`config.mk`:
```
export PLATFORM = sky130hd
export DESIGN_NAME = rca_writeback_source
export DESIGN_NICKNAME = d
export VERILOG_FILES = /design/src/rtl/rca_writeback_source.sv
export SDC_FILE = /design/constraint.sdc
export NUM_CORES = 1
export LEC_CHECK = 0
export CAP_MARGIN = 20
export CELL_PAD_IN_SITES_DETAIL_PLACEMENT = 0
export CELL_PAD_IN_SITES_GLOBAL_PLACEMENT = 1
export CORE_ASPECT_RATIO = 1.75
export CORE_UTILIZATION = 25
export DETAILED_ROUTE_END_ITERATION = 10
export PLACE_DENSITY_LB_ADDON = 0.25
export SLEW_MARGIN = 5
export SYNTH_ARGS = -nofsm -noshare
export SYNTH_HDL_FRONTEND = slang
export SYNTH_SLANG_ARGS = --single-unit
```
`constraint.sdc`:
```
create_clock -name clk -period 3.1 [get_ports clk]
set_input_delay 0.31 -clock clk [delete_from_list [all_inputs] [get_ports clk]]
set_output_delay 0.31 -clock clk [all_outputs]
set_load 0.02 [all_outputs]
```
`src/rtl/rca_writeback_source.sv`:
```
// ---------------------------------------------------------------------------
// rca_writeback_source
//
// Producer end of the RCA writeback path. Results coming out of the RCA
// compute pipeline (one instruction id plus NUM_WRITE_PORTS rd values) are
// queued in a small circular buffer and offered, oldest first, to the
// writeback/commit stage. The consumer retires the head entry with wb_ack.
// Results are never reordered.
//
// Optional feature macro: RCA_WB_BYPASS_EN
//   When defined, an incoming result seen while the buffer is empty is
//   presented on the writeback side in the same cycle. If it is acked in
//   that cycle it never enters the buffer.
//   When undefined, there is no combinational input-to-output path and a
//   result appears on the writeback side one cycle after it is accepted.
//
// Parameters
//   NUM_WRITE_PORTS  rd values carried per result
//   FIFO_DEPTH       buffered entries (power of 2, >= 2)
//   XLEN             width of each rd value
//   ID_W             width of the opaque instruction id
//
// Ports
//   clk           clock, all state changes on the rising edge
//   rst           synchronous reset, active low
//   flush         drops every buffered result (takes priority over push/pop)
//   result_valid  RCA pipeline presents a result
//   result_id     id of the presented result
//   result_data   rd values of the presented result
//   result_ready  buffer can accept a result (not full)
//   wb_id         head entry id (0 when nothing is offered)
//   wb_done       head entry valid
//   wb_rd         head entry rd values (0 when nothing is offered)
//   wb_ack        consumer retires the head entry this cycle
//   occupancy     number of buffered entries
// ---------------------------------------------------------------------------
module rca_writeback_source #(
    parameter int NUM_WRITE_PORTS = 2,
    parameter int FIFO_DEPTH      = 4,
    parameter int XLEN            = 32,
    parameter int ID_W            = 8
) (
    input  logic                                    clk,
    input  logic                                    rst,
    input  logic                                    flush,
    input  logic                                    result_valid,
    input  logic [ID_W-1:0]                         result_id,
    input  logic [NUM_WRITE_PORTS-1:0][XLEN-1:0]    result_data,
    output logic                                    result_ready,
    output logic [ID_W-1:0]                         wb_id,
    output logic                                    wb_done,
    output logic [NUM_WRITE_PORTS-1:0][XLEN-1:0]    wb_rd,
    input  logic                                    wb_ack,
    output logic [$clog2(FIFO_DEPTH):0]             occupancy
);

    localparam int PTR_W = $clog2(FIFO_DEPTH);
    localparam int CNT_W = PTR_W + 1;

    logic [ID_W-1:0]                      id_mem [FIFO_DEPTH];
    logic [NUM_WRITE_PORTS-1:0][XLEN-1:0] rd_mem [FIFO_DEPTH];

    logic [PTR_W-1:0] rd_ptr;
    logic [PTR_W-1:0] wr_ptr;
    logic [CNT_W-1:0] count;

    logic buffer_valid;
    logic bypass_hit;
    logic push;
    logic mem_push;
    logic mem_pop;

    // Readiness and head validity are derived from the registered count only,
    // so result_ready never depends on wb_ack: a full buffer refuses a push
    // even in a cycle where the head is being retired.
    assign buffer_valid = (count != '0);
    assign result_ready = (count != CNT_W'(FIFO_DEPTH));
    assign occupancy    = count;

    // The bypass only applies to an empty buffer outside reset/flush. A flush
    // in the same cycle must not show a bypassed result as done.
`ifdef RCA_WB_BYPASS_EN
    assign bypass_hit = rst & ~flush & result_valid & ~buffer_valid;
`else
    assign bypass_hit = 1'b0;
`endif

    assign wb_done = buffer_valid | bypass_hit;
    assign push    = result_valid & result_ready;

    // A bypassed result that is acked in the same cycle is consumed directly
    // and never written. Pops only ever come from the buffer, since a bypass
    // can only occur while the buffer is empty.
    assign mem_push = push & ~(bypass_hit & wb_ack);
    assign mem_pop  = buffer_valid & wb_ack;

    // Head presentation: the buffered head wins, then a bypassed input, and
    // otherwise the outputs are masked to zero so stale storage never leaks.
    always_comb begin
        wb_id = '0;
        wb_rd = '0;
        if (buffer_valid) begin
            wb_id = id_mem[rd_ptr];
            wb_rd = rd_mem[rd_ptr];
        end else if (bypass_hit) begin
            wb_id = result_id;
            wb_rd = result_data;
        end
    end

    // Pointer and count bookkeeping. Reset and flush behave identically:
    // everything buffered is dropped and any push/pop in that cycle is ignored.
    always_ff @(posedge clk) begin
        if (!rst || flush) begin
            rd_ptr <= '0;
            wr_ptr <= '0;
            count  <= '0;
        end else begin
            if (mem_push) begin
                wr_ptr <= wr_ptr + PTR_W'(1);
            end
            if (mem_pop) begin
                rd_ptr <= rd_ptr + PTR_W'(1);
            end
            count <= count + CNT_W'(mem_push) - CNT_W'(mem_pop);
        end
    end

    // Result storage needs no reset: entries are only ever read while the
    // count says they hold data.
    always_ff @(posedge clk) begin
        if (rst && !flush && mem_push) begin
            id_mem[wr_ptr] <= result_id;
            rd_mem[wr_ptr] <= result_data;
        end
    end

    // An ack with nothing on offer is harmless (it is simply ignored) but it
    // usually points at a consumer bug, so it is reported as a warning.
    always @(posedge clk) begin
        if (rst && !flush) begin
            assert (!(wb_ack && !wb_done))
            else $warning("rca_writeback_source: wb_ack seen with no result offered");
        end
    end

endmodule

```
==> metrics.cfg, run 1 <==
[final_layout]
nFillCells=4319
final_nets=764
fin_cells=1276
antenna_cells=0
utilization_pct=32.4
postLayoutCellArea_um2=14600
drive_above_1_share_pct=19.3
syn_to_final_growth_pct=28.1

[sta]
max_slew_margin_pct=63.0
finClkSkew_ns=0.00642
whs_ns=0.394
hold_violations=0
drv_slew=0
worstMarginPinSlew_ns=0.555
post-route-period-util_pct=94.6
setup_slack_ns=0.169
setup_viol=0
rsz0062_at_grt=false
fmax_mhz=341
fin_crit_ns=2.93
finalSetupTns_ns=0

[logic_synthesis]
avgSynthCellArea_um2=22.6
yosysUniqueCellTypes=27
ys_seq_area_share_pct=77.3
synth_seq_cells=297
syn_area_um2=11400
syn-num-nets=589
synth_ff_type=edfxtp_1
synthCells=505
async_flop_share_pct=0
synth_warnings=0
synth_edf_count=288

[global_routing]
grt_pass1_wl_um=38300
grt.total_usage_pct=11.2
antenna_found_initial=1
grt_pass1_vias=6166
grt_max_degree=73
overflow=0

[drt]
wl_um=25500
wl_per_cell_um=20.0
postRouteAntennaNets=0
via_per_inst=4.25
num_vias=5418
dr.pass1.iters=4
drc=0
drt-initial-drc-count=272

[die]
ios=154
die_area_um2=46600
chipWidth_um=164
die_height_um=285
initial_core_util_pct=25.3
core_um2=45100
rows=103

[clocking]
clk_pin_slew_ns=0.06
cts-root-buf=clkbuf_16
cts_tree=done
ctsResizeCount=0
post-cts-setup-buffers=2
clock-sinks=297
clock_latency_ns=0.55
cts_buffers=28
hold_buffers=0
h-tree-depth=1
ctsLongestPathBuffers=3

[power_and_ir_drop]
p_sw_share_pct=20.9
p_comb_share_pct=8.7
p_sw_mw=1.81
power.share.sequential_pct=51.6
ir_worst_vdd_mv=0.256
p_clk_share_pct=39.7
p_total_mw=8.66
cellLeakagePower_nw=4.52
power.internal_mw=6.86
powerDensity_nw_per_um2=592

[critical_path]
crit_slowest_cell=dfxtp_4
max_stage_delay_ns=0.61
worstPathCellList=buf_4 -> mux4_2 -> and2_1 -> clkdlybuf4s50_1
worst_setup_path_end_kind=output pin
start_kind=flip-flop
crit_fanout=22
worstSetupPathType=reg -> out
critical_path_arrival_ns=2.62
cp.required_ns=2.79

[job]
maxCapViolCount=0

[placement]
postPlaceCellArea_um2=13700
dp_slack_ns=0.533
port_buffers=153
dp_hpwl_um=15300
placed_cells=1225
gp_congestion=0.672

[min_path]
hold_path_class=in -> reg

[outcome]
status=completed

==> critical path, delay by kind of cell, from the launching register on <==
family                 cells  cell delay, ns
buffers and inverters      2            0.91
flip-flops                 1            0.61
multiplexers               1            0.35
AND/OR/NAND/NOR            1            0.18
==> Yosys cell counts, drive strengths merged (3+ instances only) <==
cell type  count  area share [%]
inv            6            0.20
buf           16             1.7
and3           4            0.22
clkbuf         8            0.26
edfxtp       288              76
xor2           3            0.23
dfxtp          9             1.6
mux4          72              14
nor2           5            0.16
ha             6            0.66
and2          75             4.1
==> state kept, by name (all words and copies together), names as in the netlist, named ones only <==
name       count
id_mem        32
occupancy      3
rd_mem       256
rd_ptr         2
wr_ptr         2
==> cells by family (layout without fill, tap and decap cells) <==
family                   Yosys count  count (layout)  synth area share (%)
XOR/XNOR                           3               3                 0.230
adder cells (fa/ha/maj)            7               7                 0.832
AND/OR/NAND/NOR                   92              92                  4.96
AO/OA/AOI/OAI                      4               4                 0.296
flip-flops                       297             297                  77.3
buffers and inverters             30             224                  2.14
multiplexers                      72              72                  14.3
==> path summary, 6_finish.rpt <==
path / start / to / slack [ns] / cells after the start
max: flip-flop / wb_rd[46] / 0.17 / 4
min: result_data[44] / rd_mem[1][44] / 0.39 / 1
max reg2reg: occupancy[2] / occupancy[2] / 0.58 / 11
min reg2reg: wr_ptr[0] / wr_ptr[0] / 0.51 / 2
==> final cells by class <==
type	count	area, µm²	share of cell area, %
Inverter	6	22.5	0.154
Sequential cell	297	8840	60.4
Clock buffer	35	748	5.11
Tap cell	577	722	4.93
Timing Repair Buffer	169	1760	12.1
Multi-Input combinational cell	178	2370	16.2
Clock inverter	14	170	1.16
==> layout by cell type (no fill, tap or decap), types with 3 or more instances in the layout <==
cell and n:
and2_1 74, and3_4 4, buf_12 9, buf_4 7
bufinv_16 4, clkbuf_1 6, clkbuf_16 29, clkdlybuf4s50_1 153
clkinv_1 4, clkinv_2 4, dfxtp_1 7, edfxtp_1 288
ha_1 6, inv_1 6, mux4_2 70, nor2_1 5
xor2_1 3
==> power groups by stage <==
| stage | clock network, mW | logic [mW] | registers (mW) |
|---|---|---|---|
| finish | 3.44 | 0.753 | 4.47 |
| global route | 3.68 | 0.810 | 4.47 |
| CTS | 3.58 | 0.775 | 4.47 |
| detailed placement | 0 | 0.767 | 4.56 |
| global placement | 0 | 0.752 | 4.55 |
| floorplan | 0 | 0.351 | 4.55 |
==> metal layers <==
layer	vias to the layer above	share of wire [%]	global-route usage (%)
met3	39	5.2	2.21
met4	2	2.0	3.52
met2	136	54	20.6
met1	2854	38	12.7
met5	-	0.043	0
li1	2387	-	-
Note: power is estimated with default switching activity, not from simulation.
==> run 2: changes to the inputs <==
--- a/config.mk
+++ b/config.mk
@@ -8,7 +8,7 @@
 export CAP_MARGIN = 20
 export CELL_PAD_IN_SITES_DETAIL_PLACEMENT = 0
 export CELL_PAD_IN_SITES_GLOBAL_PLACEMENT = 1
-export CORE_ASPECT_RATIO = 1.75
+export CORE_ASPECT_RATIO = 2
 export CORE_UTILIZATION = 25
 export DETAILED_ROUTE_END_ITERATION = 10
 export PLACE_DENSITY_LB_ADDON = 0.25
==> constraint.sdc (replaced) <==
create_clock -name clk -period 2.5 [get_ports clk]
set_input_delay 0.25 -clock clk [delete_from_list [all_inputs] [get_ports clk]]
set_output_delay 0.25 -clock clk [all_outputs]
set_load 0.02 [all_outputs]
==> run 2 against run 1 <==
Register-to-register slack worse by 0.45 ns. Cell count grew 0.55%. Clock power increased by 13%.
==> metrics.cfg, run 2 (synthesis gave the netlist of run 1 again) <==
[die]
ios=154  ; unchanged
core_um2=45000  ; was 45100 µm²
die_area_um2=46600  ; about the same
initial_core_util_pct=25.4  ; was 25.3%
chipWidth_um=153  ; was 164 µm
die_height_um=304  ; was 285 µm
rows=110  ; was 103

[sta]
finClkSkew_ns=0.0378  ; was 0.00642 ns
hold_violations=0  ; unchanged
post-route-period-util_pct=98.4
worstMarginPinSlew_ns=0.539  ; was 0.555 ns
setup_viol=0  ; unchanged
fmax_mhz=407
rsz0062_at_grt=true  ; was false
drv_slew=0  ; unchanged
max_slew_margin_pct=64.0  ; was 63.0%
fin_crit_ns=2.46
whs_ns=0.336  ; was 0.394 ns

[final_layout]
drive_above_1_share_pct=35.7  ; was 19.3%
postLayoutCellArea_um2=15000  ; was 14600 µm²
fin_cells=1283  ; was 1276
final_common_cell=edfxtp_1  ; unchanged
utilization_pct=33.2  ; was 32.4%
antenna_cells=0  ; unchanged
largest_register_ffs=256  ; unchanged
layout_common_cells=edfxtp_1 (288), clkdlybuf4s50_1 (80), mux4_2 (71)  ; was edfxtp_1 (288), clkdlybuf4s50_1 (153), and2_1 (74)
top_register=rd_mem  ; unchanged
syn_to_final_growth_pct=31.0  ; was 28.1%
final_nets=790  ; was 764

[power_and_ir_drop]
cellLeakagePower_nw=4.88  ; was 4.52 nW
p_total_mw=10.5  ; was 8.66 mW
powerDensity_nw_per_um2=699  ; was 592 nW/µm²
ir_worst_vdd_mv=0.417  ; was 0.256 mV

[placement]
port_buffers=153  ; unchanged
gp_congestion=0.732  ; was 0.672
placed_cells=1211  ; was 1225
dp_hpwl_um=15700  ; was 15300 µm
postPlaceCellArea_um2=13800  ; was 13700 µm²

[clocking]
cts-root-buf=clkbuf_16  ; unchanged
cts_tree=done  ; unchanged
clock-sinks=297  ; unchanged
h-tree-depth=1  ; unchanged
clock_latency_ns=0.56  ; was 0.55 ns
ctsLongestPathBuffers=3  ; unchanged
cts_buffers=27  ; was 28
clk_pin_slew_ns=0.07  ; was 0.06 ns

[drt]
wl_um=26600  ; was 25500 µm
postRouteAntennaNets=0  ; unchanged
wl_met3_um=1220  ; was 1330 µm
drc=0  ; unchanged
wl_met1_um=9430  ; was 9810 µm
via_per_inst=4.31  ; was 4.25
wl_per_cell_um=20.7  ; was 20.0 µm
num_vias=5525  ; was 5418
wl_met2_um=15200  ; was 13900 µm
drt-initial-drc-count=247  ; was 272
dr.pass1.iters=4  ; unchanged
top_layer=met5  ; unchanged

[critical_path]
critical_path_arrival_ns=2.21  ; was 2.62 ns
cp.required_ns=2.25  ; was 2.79 ns
crit_fanout=4  ; was 22
worstSetupPathType=reg -> out  ; unchanged
start_kind=flip-flop  ; unchanged
rr_worst_depth=11  ; unchanged
worst_setup_path_end_kind=output pin  ; unchanged

[global_routing]
grt_pass1_wl_um=40100  ; was 38300 µm
grt_max_degree=45  ; was 73
grt.total_usage_pct=11.6  ; was 11.2%
antenna_found_initial=5  ; was 1
grt_pass1_vias=6350  ; was 6166
overflow=0  ; unchanged

[job]
maxCapViolCount=0  ; unchanged

[outcome]
status=completed  ; unchanged

[min_path]
hold_path_class=in -> reg  ; unchanged
hold_depth=1  ; unchanged

## run 2: changes by cell type in the layout (fill, tap and decap cells not counted), moves of 9 or more
cell	delta
clkdlybuf4s15_2	+9
and2_4	+25
buf_6	+24
and2_1	-25
buf_2	+28
clkdlybuf4s50_1	-73
## run 2: final cells by class
type	instances	area [µm²]
Fill cell	4235	30000
Sequential cell	297	8840
Multi-Input combinational cell	178	2440
Timing Repair Buffer	196	2130
Tap cell	560	701
Clock buffer	30	687
Clock inverter	16	135
Inverter	6	22.5
## run 2: per-stage QoR
stage | setup TNS (ns) | worst slack, ns
6_report | 0 | 0.0410
5_1_grt | -0.381 | -0.0452
4_1_cts | -0.657 | -0.0980
3_5_place_dp | 0 | 0.0546
3_3_place_gp | 0 | 0.132
2_1_floorplan | 0 | 0.0502
## run 2: critical path, stage by stage, from the launching register on
cell and delay [ns]:
dfxtp_4 0.37, buf_12 0.13, buf_8 0.12, clkbuf_16 0.15
buf_12 0.10, mux4_2 0.48, and2_4 0.17, buf_6 0.12
## run 2: worst paths after layout
| check | from | to | slack (ns) |
|---|---|---|---|
| worst max-delay path | flip-flop | wb_rd[4] | 0.04 |
| worst min-delay path | result_data[41] | rd_mem[2][41] | 0.34 |
| worst max register to register | occupancy[2] | occupancy[2] | 0.13 |
| worst min register to register | rd_ptr[1] | flip-flop | 0.51 |
## run 2: per-layer routing
layer / track usage (%) / vias to the layer above
met1: 11.8 / 2889
met5: 0 / -
met3: 2.34 / 42
li1: - / 2454
met2: 23.0 / 130
met4: 3.99 / 10
## run 2: timing repair
| item | CTS | global route |
|---|---|---|
| hold buffers | 0 | 0 |
| cloned | 5 | 1 |
| gates resized for setup | 249 | 102 |
| endpoints found under the setup margin | 73 | 46 |
| buffers inserted | 11 | 9 |
## run 2: report_power, final
group	leakage [nW]	internal, mW	total, mW	switching (mW)
registers	2.68	5.52	5.53	0.0184
clock network	0.407	2.18	3.90	1.73
logic	1.80	0.505	1.02	0.519
total	4.88	8.20	10.5	2.27
